File: src/rtl/sign_extend_pkg.sv
// -----------------------------------------------------------------------------
// sign_extend_pkg
//   Shared definitions for the immediate-extension block: the 2-bit
//   extension-mode encodings and the default immediate/datapath widths.
// -----------------------------------------------------------------------------
package sign_extend_pkg;

  // Default widths: 16-bit MIPS immediate widened onto a 32-bit datapath.
  localparam int SE_IN_W  = 16;
  localparam int SE_OUT_W = 32;

  typedef logic [1:0] ext_mode_t;

  // Extension modes for the registered path.
  localparam ext_mode_t EXT_SIGN = 2'b00;  // sign extension
  localparam ext_mode_t EXT_ZERO = 2'b01;  // zero extension
  localparam ext_mode_t EXT_LUI  = 2'b10;  // immediate in the upper bits
  localparam ext_mode_t EXT_BOFS = 2'b11;  // sign-extended word offset (<< 2)

endpackage : sign_extend_pkg

File: src/rtl/sign_extend_if.sv
// -----------------------------------------------------------------------------
// sign_extend_if
//   Bundles the data/handshake signals of sign_extend.
//   master : drives value, in_valid, ext_mode; observes the results
//   slave  : the extension block itself
//   Signals:
//     value     immediate field, instr[IN_W-1:0]
//     outputval combinational sign extension of value
//     in_valid  qualifies value/ext_mode for the registered path
//     ext_mode  extension mode for the registered path
//     ext_q     registered, mode-selected result
//     out_valid ext_q holds a result captured on the previous cycle
// -----------------------------------------------------------------------------
interface sign_extend_if
  import sign_extend_pkg::*;
#(
  parameter int IN_W  = SE_IN_W,
  parameter int OUT_W = SE_OUT_W
);

  logic [IN_W-1:0]  value;
  logic [OUT_W-1:0] outputval;
  logic             in_valid;
  ext_mode_t        ext_mode;
  logic [OUT_W-1:0] ext_q;
  logic             out_valid;

  modport master (
    output value, in_valid, ext_mode,
    input  outputval, ext_q, out_valid
  );

  modport slave (
    input  value, in_valid, ext_mode,
    output outputval, ext_q, out_valid
  );

endinterface : sign_extend_if

File: src/rtl/sign_extend_core.sv
// -----------------------------------------------------------------------------
// sign_extend_core
//   Combinational extension mux: widens an IN_W immediate to OUT_W bits
//   according to mode_i (sign, zero, LUI or branch offset).
//   Ports:
//     value_i  [IN_W-1:0]  immediate field
//     mode_i   [1:0]       extension mode (EXT_* from sign_extend_pkg)
//     result_o [OUT_W-1:0] extended result
// -----------------------------------------------------------------------------
module sign_extend_core
  import sign_extend_pkg::*;
#(
  parameter int IN_W  = SE_IN_W,
  parameter int OUT_W = SE_OUT_W
) (
  input  logic [IN_W-1:0]  value_i,
  input  ext_mode_t        mode_i,
  output logic [OUT_W-1:0] result_o
);

  logic [OUT_W-1:0] sext;
  logic [OUT_W-1:0] zext;

  // Size casts stay legal when IN_W == OUT_W, where a zero-width
  // replication would not.
  assign sext = OUT_W'(signed'(value_i));
  assign zext = OUT_W'(value_i);

  // NOTE: result_o is assigned on every path (default first), so no latch
  // is inferred for this combinational block.
  always_comb begin
    result_o = sext;
    case (mode_i)
      EXT_SIGN: result_o = sext;
      EXT_ZERO: result_o = zext;
      EXT_LUI:  result_o = zext << (OUT_W - IN_W);
      // Bits shifted past the MSB are dropped: the offset wraps mod 2^OUT_W.
      EXT_BOFS: result_o = sext << 2;
      default:  result_o = sext;
    endcase
  end

endmodule : sign_extend_core

File: src/rtl/sign_extend.sv
// -----------------------------------------------------------------------------
// sign_extend
//   Widens a MIPS instruction immediate for the ALU operand and branch/LUI
//   datapaths. Two outputs:
//     outputval : zero-latency sign extension, independent of clk/rst
//     ext_q     : mode-selected extension registered with 1-cycle latency,
//                 qualified by out_valid
//   Ports:
//     clk  single clock, rising edge
//     rst  synchronous, active-high reset
//     bus  sign_extend_if.slave (value, in_valid, ext_mode in;
//          outputval, ext_q, out_valid out)
//   IN_W must not exceed OUT_W.
// -----------------------------------------------------------------------------
module sign_extend
  import sign_extend_pkg::*;
#(
  parameter int IN_W  = SE_IN_W,
  parameter int OUT_W = SE_OUT_W
) (
  input  logic          clk,
  input  logic          rst,
  sign_extend_if.slave  bus
);

  logic [OUT_W-1:0] sext_comb;
  logic [OUT_W-1:0] ext_comb;

  logic [OUT_W-1:0] ext_d;
  logic [OUT_W-1:0] ext_q_q;
  logic             valid_d;
  logic             valid_q;

  // Combinational path: mode hard-wired to sign extension.
  sign_extend_core #(
    .IN_W  (IN_W),
    .OUT_W (OUT_W)
  ) u_core_comb (
    .value_i  (bus.value),
    .mode_i   (EXT_SIGN),
    .result_o (sext_comb)
  );

  // Registered path: mode chosen per transaction.
  sign_extend_core #(
    .IN_W  (IN_W),
    .OUT_W (OUT_W)
  ) u_core_reg (
    .value_i  (bus.value),
    .mode_i   (bus.ext_mode),
    .result_o (ext_comb)
  );

  // Result holds when no new input is offered; valid only pulses for the
  // cycle following an accepted input.
  always_comb begin
    ext_d   = ext_q_q;
    valid_d = 1'b0;
    if (bus.in_valid) begin
      ext_d   = ext_comb;
      valid_d = 1'b1;
    end
  end

  // NOTE: sequential state uses non-blocking assignments so every register
  // samples pre-edge values regardless of statement order.
  always_ff @(posedge clk) begin
    if (rst) begin
      ext_q_q <= '0;
      valid_q <= 1'b0;
    end else begin
      ext_q_q <= ext_d;
      valid_q <= valid_d;
    end
  end

  assign bus.outputval = sext_comb;
  assign bus.ext_q     = ext_q_q;
  assign bus.out_valid = valid_q;

endmodule : sign_extend

File: src/flat_wrapper.sv
// flat-port wrapper written by rule: the top's interface ports become plain ports
module sign_extend_flat import sign_extend_pkg::*;
#(
  parameter int IN_W  = SE_IN_W,
  parameter int OUT_W = SE_OUT_W
)
  (clk, rst, bus_value, bus_in_valid, bus_ext_mode, bus_outputval, bus_ext_q, bus_out_valid);
  sign_extend_if #(.IN_W(IN_W), .OUT_W(OUT_W)) bus_i ();
  input  logic clk;
  input  logic rst;
  input wire logic [$bits(bus_i.value)-1:0] bus_value;
  input wire logic [$bits(bus_i.in_valid)-1:0] bus_in_valid;
  input wire logic [$bits(bus_i.ext_mode)-1:0] bus_ext_mode;
  output wire logic [$bits(bus_i.outputval)-1:0] bus_outputval;
  output wire logic [$bits(bus_i.ext_q)-1:0] bus_ext_q;
  output wire logic [$bits(bus_i.out_valid)-1:0] bus_out_valid;
  assign bus_i.value = bus_value;
  assign bus_i.in_valid = bus_in_valid;
  assign bus_i.ext_mode = bus_ext_mode;
  assign bus_outputval = bus_i.outputval;
  assign bus_ext_q = bus_i.ext_q;
  assign bus_out_valid = bus_i.out_valid;
  sign_extend #(.IN_W(IN_W), .OUT_W(OUT_W)) u_core (.clk(clk), .rst(rst), .bus(bus_i));
endmodule
File: config.mk
export PLATFORM = sky130hd
export DESIGN_NAME = sign_extend_flat
export DESIGN_NICKNAME = d
export VERILOG_FILES = /design/src/rtl/sign_extend_pkg.sv /design/src/rtl/sign_extend_if.sv /design/src/rtl/sign_extend_core.sv /design/src/rtl/sign_extend.sv /design/src/flat_wrapper.sv
export SDC_FILE = /design/constraint.sdc
export NUM_CORES = 1
export LEC_CHECK = 0
export CORE_MARGIN = 2
export CORE_UTILIZATION = 32
export CTS_CLUSTER_SIZE = 8
export DETAILED_ROUTE_END_ITERATION = 12
export PLACE_DENSITY_LB_ADDON = 0.3
export SYNTH_ARGS = -nofsm -noshare
export SYNTH_HDL_FRONTEND = slang
export SYNTH_SLANG_ARGS = --single-unit
File: constraint.sdc
create_clock -name clk -period 1.96 [get_ports clk]
set_clock_uncertainty 0.1 [all_clocks]
set_input_delay 0.392 -clock clk [delete_from_list [all_inputs] [get_ports clk]]
set_output_delay 0.392 -clock clk [all_outputs]
set_load 0.05 [all_outputs]
; Yosys cells after proc, flatten, opt, wreduce, memory -nomap -nowiden
; Cells that the tools add are included.
[totals]
mem_bits_ro = 0
latchBits = 0
ff_bits = 33
output_inout_bits = 65
word_cells = 8
ramBits = 0
mem_count = 0
[op_classes]
n_lt_le_gt_ge = 0
multipliers = 0
bitwise_logic = 0
n_eq_ne = 3
n_shift = 0
mux = 2
n_div = 0
reduce_logical = 1
add_sub_neg = 0
[op_table]
columns = operator, count
row1 = 32-bit one-hot mux with 4 select lines, 1
row2 = 2-bit == test (second input constant), 2
row3 = 2-bit by 1-bit == test with 1-bit output (second input constant), 1
row4 = 2-bit zero test, 1
row5 = 1-bit 2-to-1 mux, 1

; Longest topological paths before layout
; Gate-level depths: netlist of run 1.
[depth]
ltp_word = 2
mapped_depth = 5

; Cells and area by module
; A second synthesis of run 1 with hierarchy kept.
[unflattened]
cells_unflattened = 225
area_unflattened_um2 = 2227.1
[by_module_without_submodules]
columns = mod, area_each_um2, cells_each, seq_area_each_um2, n_inst
row1 = sign_extend, 1206.2, 107, 660.6, 1
row2 = sign_extend_core, 510.5, 59, 0.0, 2

; Worst setup path before layout of run 1
; No wires, ideal clock.
[synth_path]
kind = input to register
from = input bus_in_valid
to = register u_core.ext_q_q[17] (netlist: u_core.bus.ext_q[17])
slack_ps = 610
setup_time_ps = 139
arrival_time_ps = 1112
t_required_ps = 1721
path_buffers = 1
path_stages = 4
cell_sequence = clkinv_1 > a31oi_2 > buf_4 > a211oi_2
[synth_rtl]
columns = element, line
row1 = from (decl), flat_wrapper.sv:12  ; input wire logic [$bits(bus_i.in_valid)-1:0] bus_in_valid;
row2 = to (signal assigned), sign_extend.sv:72  ; ext_q_q <= ext_d;
row3 = to (decl), sign_extend.sv:30  ; logic [OUT_W-1:0] ext_q_q;

; Worst setup path after layout of run 1
[layout_path]
from = register u_core.valid_q (netlist: u_core.bus.out_valid)
to = output bus_out_valid
[layout_rtl]
columns = element, line
row1 = from (decl), sign_extend.sv:32  ; logic valid_q;
row2 = from (signal assigned), sign_extend.sv:73  ; valid_q <= valid_d;
row3 = to (decl), flat_wrapper.sv:16  ; output wire logic [$bits(bus_i.out_valid)-1:0] bus_out_valid;
; No word-level cell between the ends.

==> metrics.md, run 1 <==
| Metric | Value |
|---|---|
| Synth cell types | `25` |
| Pin count of the biggest net entering global routing | `34` |
| Sequential Power Share | `33.3%` |
| Slew headroom | `66.1%` |
| Skew-Pair Late Insertion Delay | `0.28 ns` |
| Vias in the first global route | `1377` |
| Area Growth Syn to Fin | `70.7%` |
| Pint | `1.50 mW` |
| Clock sink count | `33` |
| Routability cong. | `0.728` |
| Cell Count Post-Placement | `311` |
| Arrival time worst endpoint | `1.39 ns` |
| N_diodes | `0` |
| Final period utilization | `95.8%` |
| Worst endpoint required time | `1.47 ns` |
| Switching Share | `32.1%` |
| Total power | `2.22 mW` |
| Core footprint | `4820 um^2` |
| Mapped Cells | `189` |
| Slew @ Worst Pin | `0.507 ns` |
| PortBufs | `85` |
| Root Driver | `clkbuf_8` |
| Hold Buf Count CTS | `0` |
| Clock network fraction of total power | `34.3%` |
| CTS Buf Count | `5` |
| Cell Chain, Critical Path | `clkdlybuf4s50_1` |
| Initial antenna violation count | `0` |
| Worst-path maximum fanout | `1` |
| DRC viols | `0` |
| 1st-iter DRT viols | `93` |
| Post-DRT Antenna Nets | `0` |
| DIE HEIGHT | `75.2 um` |
| Share of cells above drive strength 1 | `38.5%` |
| Max Cap Viol | `0` |
| PnR worst setup slack | `0.0816 ns` |
| Post-detail-place hpwl | `3.43 mm` |
| Seq/Total Area, Yosys | `40.8%` |
| IO Count | `86` |
| Startpoint Class | `register` |
| Worst-path clk slew | `0.07 ns` |
| Peak VDD IR | `418 uV` |
| Gr ovfl total | `0` |
| Status | `finished, final reports clean` |
| RSZ-0062 raised after global routing | `no` |
| Hold WS | `0.367 ns` |
| Site row count | `25` |
| Commonest non-fill, non-tap cells in the layout | `buf_4 (42), nand2_1 (36), buf_12 (34)` |
| Final net count | `272` |
| Starting Density | `33.6%` |
| Vias | `1481` |
| Place WS | `0.0569 ns` |
| F_max | `532 MHz` |
| DRT Pass-1 Iters | `4` |
| Syn. warnings | `0` |
| Slowest CP cell | `clkdlybuf4s50_1` |
| Clk buf depth | `2` |
| Worst Path Buf+Inv | `1` |
| First-pass GRT wire length | `6.97 mm` |
| Crit-path max cell delay | `0.79 ns` |
| PwrDens | `801 nW/um^2` |
| Lkg Pwr | `1.18 nW` |
| Cell area after synthesis | `1620 um^2` |
| FF+latch count, synth | `33` |
| Vias/cell | `4.64` |
| Cell family with most CP delay | `buffers and inverters` |
| Average cell area after synthesis | `8.57 um^2` |
| HP Class | `register to register` |
| Crit end category | `primary output` |
| # H-tree levels | `2` |
| Minimum clock period | `1.88 ns` |
| Setup CP Type | `register to primary output` |
| # setup viols final | `0` |
| Final slew viol count | `0` |
| Psw | `711 uW` |
| CTS tree | `built` |
| Commonest non-fill, non-tap cell in the layout | `buf_4` |
| Die ar. | `5650 um^2` |
| Routed WL | `4.54 mm` |
| Total track usage | `16.6%` |
| Post-CTS Setup Inserts | `0` |
| Layout Cells excl Fill | `319` |
| Syn_nets | `210` |
| Comb pwr share | `32.4%` |
| Final count of hold timing violations | `0` |
| Wire length per cell | `14.2 um` |
| Die span in x | `75.2 um` |
| Setup_tns | `0 ns` |
## final timing paths
| check | start | end | slack [ns] | depth (start not counted) |
|---|---|---|---|---|
| max | u_core.bus.out_valid | bus_out_valid | 0.08 | 1 |
| min | u_core.bus.ext_q[31] | u_core.bus.ext_q[31] | 0.37 | 2 |
| max reg2reg | u_core.bus.ext_q[12] | u_core.bus.ext_q[12] | 1.15 | 2 |
| min reg2reg | u_core.bus.ext_q[31] | u_core.bus.ext_q[31] | 0.37 | 2 |
## state kept, by name (all words and copies together), names as in the netlist
register	count
u_core.bus.out_valid	1
u_core.bus.ext_q	32
## per-stage QoR
stage | area (um^2) | util [%]
floorplan | 1620 | -
global placement | 2630 | 54.5
detailed placement | 2630 | 54.5
CTS | 2760 | 57.3
global route | 2770 | 57.4
finish | 2770 | 57.4
## cells in the mapped netlist
library cell	instances	area share, %
a22oi_1	8	3.7
nor2b_1	1	0.39
and2b_1	1	0.46
a211oi_2	10	7.7
nand3_1	2	0.62
clkinv_1	1	0.23
dfxtp_1	33	41
or2_2	1	0.39
a31oi_2	1	0.77
nand3b_1	1	0.46
nand2_1	36	8.3
a21oi_1	2	0.62
buf_2	5	1.5
nand2b_1	3	1.2
nor2_1	18	4.2
and4b_1	1	0.62
mux2_2	1	0.69
a2bb2oi_1	6	3.2
a311oi_1	2	1.1
a211oi_1	4	1.9
o21ai_1	1	0.31
buf_1	2	0.46
clkbuf_1	2	0.46
o21ai_0	12	3.7
buf_4	35	16
## worst reg2reg max path, stage by stage, from the launching register on
cell and delay [ns]:
dfxtp_1 0.31, a22oi_1 0.17, o21ai_0 0.10
## timing repair
action,4_1_cts,5_1_grt
endpoints found under the hold margin,0,0
setup endpoints to repair,0,2
resized for setup,0,2
## power groups by stage
stage | registers (mW) | logic, mW | clock network, mW
6_report | 0.737 | 0.719 | 0.760
5_1_grt | 0.742 | 0.750 | 0.803
4_1_cts | 0.737 | 0.724 | 0.769
3_5_place_dp | 0.752 | 0.723 | 0
3_3_place_gp | 0.752 | 0.720 | 0
2_1_floorplan | 0.897 | 0.290 | 0
## cell type report
class                      count  area, um^2
clock buffer                   5        68.8
clock inverter                 3        65.1
fill                         454        2050
inverter                       1        3.75
multi-input combinational    111         653
sequential                    33         661
tap                           67        83.8
timing repair buffer          99        1230
## logic make-up after synthesis
group | count (synthesis) | synth area share, %
AND/OR/NAND/NOR | 64 | 16.6
AO/OA/AOI/OAI | 46 | 23.0
buffers and inverters | 45 | 18.9
flip-flops | 33 | 40.8
multiplexers | 1 | 0.695
## layer usage
| metal | global-route usage, % | vias to the layer above | part of all wire, % |
|---|---|---|---|
| met5 | 0 | - | 0 |
| met2 | 25.3 | 45 | 46 |
| met4 | 4.68 | 0 | 1.3 |
| met1 | 23.0 | 696 | 46 |
| met3 | 4.95 | 4 | 6.0 |
| li1 | - | 736 | - |
Note: power is estimated with default switching activity, not from simulation.
==> run 2, diff against run 1 <==
--- a/config.mk
+++ b/config.mk
@@ -9,7 +9,7 @@
 export CORE_UTILIZATION = 32
 export CTS_CLUSTER_SIZE = 8
 export DETAILED_ROUTE_END_ITERATION = 12
-export PLACE_DENSITY_LB_ADDON = 0.3
+export PLACE_DENSITY = 0.68
 export SYNTH_ARGS = -nofsm -noshare
 export SYNTH_HDL_FRONTEND = slang
 export SYNTH_SLANG_ARGS = --single-unit
==> run 2 against run 1 <==
Register-to-register slack barely moved. Highest routed layer unchanged. Sequential share of layout area rose by 0.33 points. Maximum frequency fell by 1.2%. Routed wire length rose by 2.5%.
==> metrics.md, run 2 (synthesized netlist as in run 1, its figures left out) <==
| Metric | Value |
|---|---|
| Status | `finished, final reports clean` |
| Lkg Pwr | `1.14 nW (-3.7%)` |
| DRT Pass-1 Iters | `5 (+1)` |
| DRC viols | `0 (unchanged)` |
| Area Growth Syn to Fin | `68.4%` |
| Final slew viol count | `0 (unchanged)` |
| Routed WL | `4.66 mm (+2.5%)` |
| PortBufs | `85 (unchanged)` |
| Switching Share | `34.7% (+2.6 points)` |
| Hold WS | `0.373 ns (+0.00625 ns)` |
| Starting Density | `33.6% (unchanged)` |
| Startpoint Class | `input pin` |
| Final period utilization | `97.0% (+1.1 points)` |
| Worst endpoint required time | `1.47 ns (about the same)` |
| Arrival time worst endpoint | `1.41 ns (+0.02 ns)` |
| Setup_tns | `0 ns (unchanged)` |
| Worst-path clk slew | `0.06 ns (about the same)` |
| # setup viols final | `0 (unchanged)` |
| Core footprint | `4820 um^2 (unchanged)` |
| F_max | `526 MHz (-1.2%)` |
| PwrDens | `720 nW/um^2 (-10%)` |
| Pin count of the biggest net entering global routing | `34 (unchanged)` |
| IO Count | `86 (unchanged)` |
| Pint | `1.28 mW (-15%)` |
| DIE HEIGHT | `75.2 um (unchanged)` |
| Slew @ Worst Pin | `0.504 ns (-0.00338 ns)` |
| Number of flip-flops in the largest register | `32 (unchanged)` |
| Total power | `1.96 mW (-11%)` |
| Filler cell count in the final layout | `427 (-5.9%)` |
| Die span in x | `75.2 um (unchanged)` |
| Slew headroom | `66.3% (+0.18 points)` |
| Setup CP Type | `input pin to primary output` |
| Routability cong. | `0.745 (+2.4%)` |
| Max Cap Viol | `0 (unchanged)` |
| Post-CTS Setup Inserts | `0 (unchanged)` |
| Hold Buf Count CTS | `0 (unchanged)` |
| Share of cells above drive strength 1 | `38.9% (+0.40 points)` |
| Final count of hold timing violations | `0 (unchanged)` |
| Crit end category | `primary output` |
| Die ar. | `5650 um^2 (unchanged)` |
| Skew-Pair Late Insertion Delay | `0.28 ns (about the same)` |
| First-pass GRT wire length | `7.51 mm (+7.7%)` |
| Clk buf depth | `2 (unchanged)` |
| Clock network fraction of total power | `25.5% (-8.8 points)` |
| Worst-path maximum fanout | `5 (+4)` |
| Vias | `1480 (-0.068%)` |
| # H-tree levels | `2 (unchanged)` |
| Vias/cell | `4.64 (about the same)` |
| Worst Path Buf+Inv | `3 (+2)` |
| Post-detail-place hpwl | `3.51 mm (+2.3%)` |
| Vias in the first global route | `1441 (+4.6%)` |
| # resized after CTS | `0 (unchanged)` |
| Final net count | `273 (+0.37%)` |
| Cell family with most CP delay | `buffers and inverters` |
| Initial antenna violation count | `0 (unchanged)` |
| Peak VDD IR | `430 uV (+3.0%)` |
| Gr ovfl total | `0 (unchanged)` |
| Slowest CP cell | `clkdlybuf4s50_1` |
| Root Driver | `clkbuf_8` |
| Sequential Power Share | `37.5% (+4.2 points)` |
| Site row count | `25 (unchanged)` |
| N_diodes | `0 (unchanged)` |
| Minimum clock period | `1.90 ns (+0.0223 ns)` |
| Crit-path max cell delay | `0.60 ns (-0.19 ns)` |
| Comb pwr share | `37.0% (+4.6 points)` |
| Register Area | `661 um^2 (unchanged)` |
| Commonest non-fill, non-tap cells in the layout | `buf_4 (44), nand2_1 (36), buf_12 (35)` |
| Clock sink count | `33 (unchanged)` |
| CTS tree | `built` |
| RSZ-0062 raised after global routing | `no` |
| Cell Chain, Critical Path | `clkdlybuf4s50_1 > buf_4 > buf_12` |
| Area of the multi-input gates | `653 um^2 (unchanged)` |
| HP Class | `register to register` |
| 1st-iter DRT viols | `91 (-2.2%)` |
| Psw | `682 uW (-4.1%)` |
| Post-DRT Antenna Nets | `0 (unchanged)` |
| CTS Buf Count | `5 (unchanged)` |
| Total track usage | `17.7% (+1.1 points)` |
| Commonest non-fill, non-tap cell in the layout | `buf_4` |
| Wire length per cell | `14.6 um (+2.5%)` |
run 2: cell types whose count changed in the layout (fill, tap and decap cells not counted), sizes merged:
cell,before,now
buf,76,79
dlymetal6s2s,2,0
clkbuf,5,7
clkinv,2,1
bufinv,2,0
run 2: final timing paths:
check                       startpoint                   end  slack, ns  depth (start not counted)
setup reg to reg   u_core.bus.ext_q[2]   u_core.bus.ext_q[2]       1.14                          2
hold reg to reg   u_core.bus.ext_q[31]  u_core.bus.ext_q[31]       0.37                          2
setup / recovery         bus_value[15]     bus_outputval[31]       0.06                          3
hold / removal    u_core.bus.ext_q[31]  u_core.bus.ext_q[31]       0.37                          2
run 2: power by group through the flow:
stage | sequential, mW | clock (mW) | combinational, mW
2_1_floorplan | 0.897 | 0 | 0.290
3_3_place_gp | 0.751 | 0 | 0.724
6_report | 0.737 | 0.500 | 0.727
5_1_grt | 0.742 | 0.545 | 0.758
4_1_cts | 0.738 | 0.515 | 0.732
3_5_place_dp | 0.752 | 0 | 0.730
run 2: stage by stage:
stage / utilization, % / std cells / cell area [um^2] / worst slack [ns]
after floorplan: - / 189 / 1620 / 0.610
after global placement: 54.9 / 312 / 2640 / 0.0759
after detailed placement: 54.9 / 312 / 2640 / 0.0382
after CTS: 56.6 / 319 / 2730 / 0.0563
after global routing: 56.6 / 319 / 2730 / 0.00646
final: 56.6 / 319 / 2730 / 0.0593
run 2: final cells by class:
type	count	area share, %
timing repair buffer	100	45.5
sequential	33	24.2
tap	67	3.07
clock buffer	7	3.16
inverter	1	0.138
multi-input combinational	111	23.9
run 2: worst register-to-register path, delay by kind of cell, from the launching register on:
kind	cells	cell delay [ns]
AO/OA/AOI/OAI	2	0.28
flip-flops	1	0.31
run 2: metal layers:
layer,part of all wire (%),track usage (%),wire [um]
met1,44,24.0,2070
met2,48,28.3,2230
met3,6.5,3.61,304
met4,1.1,5.85,53
met5,0,0,0
==> run 3, diff against run 2 <==
--- a/config.mk
+++ b/config.mk
@@ -7,6 +7,7 @@
 export LEC_CHECK = 0
 export CORE_MARGIN = 2
 export CORE_UTILIZATION = 32
+export CTS_CLUSTER_DIAMETER = 40
 export CTS_CLUSTER_SIZE = 8
 export DETAILED_ROUTE_END_ITERATION = 12
 export PLACE_DENSITY = 0.68
==> results of run 3 <==
Final layout, timing and power as in run 2 (identical DEF).
